`config.mk`:
```
export PLATFORM = sky130hd
export DESIGN_NAME = seq_serializer
export DESIGN_NICKNAME = d
export VERILOG_FILES = /design/src/rtl/seq_serializer.sv
export SDC_FILE = /design/constraint.sdc
export NUM_CORES = 1
export LEC_CHECK = 0
export ABC_AREA = 1
export CAP_MARGIN = 20
export CORE_MARGIN = 8
export CORE_UTILIZATION = 51
export CTS_CLUSTER_SIZE = 16
export DETAILED_ROUTE_END_ITERATION = 6
export PLACE_DENSITY = 0.76
export REMOVE_ABC_BUFFERS = 1
export SYNTH_ARGS = -nofsm -noshare
export SYNTH_HDL_FRONTEND = slang
export SYNTH_SLANG_ARGS = --single-unit
```
`constraint.sdc`:
```
create_clock -name clock -period 2 [get_ports clock]
set_input_delay 0.4 -clock clock [delete_from_list [all_inputs] [get_ports clock]]
set_output_delay 0.4 -clock clock [all_outputs]
set_load 0.01 [all_outputs]
```
`src/rtl/seq_serializer.sv`:
```
// ============================================================================
// seq_serializer : MSB-first parallel-to-serial front end; SER_PARITY_EN adds
//                  an even-parity bit after each word.   Revision 1.0
// ============================================================================
`default_nettype none

module seq_serializer #(
  parameter int WIDTH      = 8,
  parameter int GAP        = 0,
  parameter bit IDLE_LEVEL = 1'b0
) (
  input  logic             clock,
  input  logic             reset,
  input  logic [WIDTH-1:0] din,
  input  logic             din_valid,
  output logic             din_ready,
  output logic             seq_out,
  output logic             seq_valid,
  output logic             busy
);

  localparam int CW = $clog2(WIDTH + 1);
  localparam int GW = (GAP > 0) ? $clog2(GAP + 1) : 1;

  localparam logic [1:0] c_IDLE  = 2'd0;
  localparam logic [1:0] c_SHIFT = 2'd1;
  localparam logic [1:0] c_PAR   = 2'd2;
  localparam logic [1:0] c_GAP   = 2'd3;

  localparam logic [CW-1:0] c_BIT_LAST = CW'(WIDTH - 1);
  localparam logic [GW-1:0] c_GAP_LAST = (GAP > 0) ? GW'(GAP - 1) : '0;

  logic [1:0]       state_q, state_d;
  logic [CW-1:0]    cnt_q, cnt_d;
  logic [GW-1:0]    gcnt_q, gcnt_d;
  logic [WIDTH-1:0] sreg_q, sreg_d;
  logic             out_q, out_d;
  logic             valid_q, valid_d;
  logic             w_last;
  logic             w_accept;
`ifdef SER_PARITY_EN
  logic             par_q, par_d;
`endif

  assign w_last = (state_q == c_SHIFT) && (cnt_q == c_BIT_LAST);

  // Ready opens in the final serial cycle only when no gap follows the word.
`ifdef SER_PARITY_EN
  assign din_ready = (state_q == c_IDLE) || ((GAP == 0) && (state_q == c_PAR));
`else
  assign din_ready = (state_q == c_IDLE) || ((GAP == 0) && w_last);
`endif

  assign w_accept  = din_valid && din_ready;
  assign seq_out   = out_q;
  assign seq_valid = valid_q;
  assign busy      = (state_q != c_IDLE);

  always_comb begin
    state_d = state_q;
    cnt_d   = cnt_q;
    gcnt_d  = gcnt_q;
    sreg_d  = sreg_q;
    out_d   = out_q;
    valid_d = valid_q;
`ifdef SER_PARITY_EN
    par_d   = par_q;
`endif
    case (state_q)
      c_SHIFT: begin
        if (!w_last) begin
          cnt_d   = cnt_q + CW'(1);
          sreg_d  = sreg_q << 1;
          out_d   = sreg_q[WIDTH-2];
          valid_d = 1'b1;
        end
`ifdef SER_PARITY_EN
        else begin
          state_d = c_PAR;
          out_d   = par_q;
          valid_d = 1'b1;
        end
`else
        else if (w_accept) begin
          state_d = c_SHIFT;
          sreg_d  = din;
          cnt_d   = '0;
          out_d   = din[WIDTH-1];
          valid_d = 1'b1;
        end else begin
          state_d = (GAP > 0) ? c_GAP : c_IDLE;
          gcnt_d  = '0;
          out_d   = IDLE_LEVEL;
          valid_d = 1'b0;
        end
`endif
      end
      c_PAR: begin
        if (w_accept) begin
          state_d = c_SHIFT;
          sreg_d  = din;
          cnt_d   = '0;
          out_d   = din[WIDTH-1];
          valid_d = 1'b1;
`ifdef SER_PARITY_EN
          par_d   = ^din;
`endif
        end else begin
          state_d = (GAP > 0) ? c_GAP : c_IDLE;
          gcnt_d  = '0;
          out_d   = IDLE_LEVEL;
          valid_d = 1'b0;
        end
      end
      c_GAP: begin
        out_d   = IDLE_LEVEL;
        valid_d = 1'b0;
        if (gcnt_q == c_GAP_LAST) state_d = c_IDLE;
        else                      gcnt_d  = gcnt_q + GW'(1);
      end
      default: begin
        out_d   = IDLE_LEVEL;
        valid_d = 1'b0;
        cnt_d   = '0;
        if (w_accept) begin
          state_d = c_SHIFT;
          sreg_d  = din;
          out_d   = din[WIDTH-1];
          valid_d = 1'b1;
`ifdef SER_PARITY_EN
          par_d   = ^din;
`endif
        end
      end
    endcase
  end

  always_ff @(posedge clock) begin
    if (!reset) begin
      state_q <= c_IDLE;
      cnt_q   <= '0;
      gcnt_q  <= '0;
      sreg_q  <= '0;
      out_q   <= IDLE_LEVEL;
      valid_q <= 1'b0;
`ifdef SER_PARITY_EN
      par_q   <= 1'b0;
`endif
    end else begin
      state_q <= state_d;
      cnt_q   <= cnt_d;
      gcnt_q  <= gcnt_d;
      sreg_q  <= sreg_d;
      out_q   <= out_d;
      valid_q <= valid_d;
`ifdef SER_PARITY_EN
      par_q   <= par_d;
`endif
    end
  end

endmodule

`default_nettype wire
```
==> metrics.cfg <==
[critical_path]
path_delay_family = buffers and inverters
crit_slowest_cell = clkdlybuf4s50_1
endpoint_kind = output pin
start_kind = flop
worstPathMaxFanout = 10
critical_path_class = flop to output pin
crit_arrival_ns = 1.47
path_cells = clkdlybuf4s50_1
crit_required_ns = 1.60
critPathBufInv = 1
critPathMaxStageDelay_ns = 0.62

[clocking]
cts_hold_buf = 0
worstSkewPairLatency_ns = 0.27
clock_path_buffers = 2
root_buffer = clkbuf_4
cts_tree = built
clk_pin_slew_ns = 0.08
numCtsBuffers = 3
clock_sinks = 14
cts_max_level = 1

[sta]
final.min_clock_period_ns = 1.87
max_slew.worst_pin.slew_ns = 0.407
hold_viol = 0
slew_violations = 0
setup_ws_ns = 0.129
finalCritPeriodShare = 0.936
final-setup-viol-count = 0
fin_skew_ns = 0.000573
hold-worst-slack_ns = 0.485
max_freq_mhz = 534
tns_ns = 0
rsz0062_at_grt = no
maxSlewHeadroom = 0.729

[hold_path]
min_path_type = flop to flop

[synth]
synth_common_cells = nand2_1 (35), dfxtp_1 (14), nand3_1 (10)
synth_most_common_cell = nand2_1
synth_top_family_by_area = simple AND/OR/NAND/NOR gates
yosys-top-cells-area = dfxtp_1 (41%), nand2_1 (19%), nand3_1 (7.3%)
ys_types = 20
synth_simple_gate_area_share = 0.445
yosys_warnings = 0
synth-main-ff-cell = dfxtp_1
synth_top_area_frac = 0.407
synth_largest_area_cell = dfxtp_1
synth-compound-area-share = 0.0327
synth-edff-count = 0
syn_avg_cell_area_um2 = 7.18
syn-cell-area_um2 = 689
async_flop_share = 0
synthAdderAreaFrac = 0.0181
yosysSeqAreaShare = 0.407
synthXorXnorAreaFrac = 0.0127
synth_seq_cells = 14
synthCells = 96
yosys-mux-area-fraction = 0

[floorplanning]
dieWidth_um = 52.8
num_io_pins = 15
coreArea_um2 = 1280
rows = 13
initial_core_util = 0.537
die_y_um = 52.8
die-area_um2 = 2780

[place]
dpl.hpwl_mm = 1.08
post-place-ws_ns = 0.161
place.gp.congestion = 0.814
port_buffers = 14
dpl_cell_area_um2 = 835

[finish]
finalNetCount = 125
post-route-util = 0.668
antennaDiodeCount = 0
fillers = 118
syn_to_final_growth_pct = 24.5
drive_above_1_share = 0.117
fin_area_um2 = 858

[drt]
viasPerCell = 5.02
vias = 632
wl_per_cell_um = 11.3
route.detailed.drc = 0
drt_pass1_iterations = 4
drt_iter0_drc = 8
routed_wl_mm = 1.43
ant_nets = 0

[grt]
grt_use_total = 0.112
grt_start_max_net_pins = 11
grt_antenna_before_repair = 0
grt_pass1_vias = 556
overflow = 0
grt_first_pass_wirelength_mm = 2.37

[power]
ir_worst_vdd_uv = 396
p_leak_nw = 0.409
power.density_nw_per_um2 = 644

[run]
maxCapViolations = 0

[outcome]
status = complete, no violations

==> cells in the final DEF, fill, tap and decap left out <==
master / n
nand2_2: 1
nand3_4: 1
dfxtp_1: 14
clkbuf_4: 3
dlygate4sd2_1: 1
buf_4: 2
xor2_1: 1
nor2_4: 1
nand2_1: 35
ha_2: 1
a21boi_0: 1
a21oi_1: 1
nand3_1: 10
nor2_1: 6
nor2_2: 2
clkdlybuf4s50_1: 13
or2_2: 1
nand4_1: 6
nand2_4: 1
inv_1: 8
o21ai_0: 2
==> where the power goes <==
part           switching [mW]  leakage (nW)  internal [mW]  total, mW
Clock                  0.0853        0.0138         0.0697      0.155
Sequential             0.0129         0.115          0.294      0.307
Combinational          0.0435         0.280         0.0469     0.0904
==> logic make-up after synthesis <==
family	Yosys count
flip-flops	14
AO/OA/AOI/OAI	4
XOR/XNOR	1
AND/OR/NAND/NOR	64
buffers and inverters	12
adder cells (fa/ha/maj)	1
==> flip-flops by register name, summed over array words and instances, names as in the netlist <==
signal     count
cnt_q          4
sreg_q         7
seq_out        1
state_q        1
seq_valid      1
==> per-stage QoR <==
step                      std cells  total power, mW
after CTS                       126            0.558
after global routing            126            0.583
after global placement          123            0.404
after floorplan                  92            0.353
final                           126            0.553
after detailed placement        123            0.406
==> what timing repair did <==
item	in CTS	in global routing
buffers inserted	0	0
hold endpoints to repair	0	0
endpoints found under the setup margin	1	0
gates resized for setup	2	0
==> per-layer routing <==
metal  share of wire  vias up  wire length [um]  GRT usage
met1            0.50      275               714      0.143
met2            0.42       17               596      0.154
li1                -      336                 -          -
met4           0.020        0                29     0.0647
met5               0        -                 0          0
met3           0.062        4                88     0.0398
==> final timing paths <==
check	cells past startpoint	end	startpoint	slack [ns]
max	1	busy	state_q[0]	0.13
min	2	sreg_q[5]	sreg_q[4]	0.49
max reg2reg	5	cnt_q[1]	state_q[0]	0.83
min reg2reg	2	sreg_q[5]	sreg_q[4]	0.49
==> area by class of cell <==
class                      count  area (um^2)  area share
multi-input combinational     70          353       0.411
sequential                    14          280       0.327
timing repair buffer          16          154       0.179
clock buffer                   3         22.5      0.0262
tap                           15         18.8      0.0219
inverter                       8         30.0      0.0350
No activity file was read; power rests on OpenSTA's default activity.
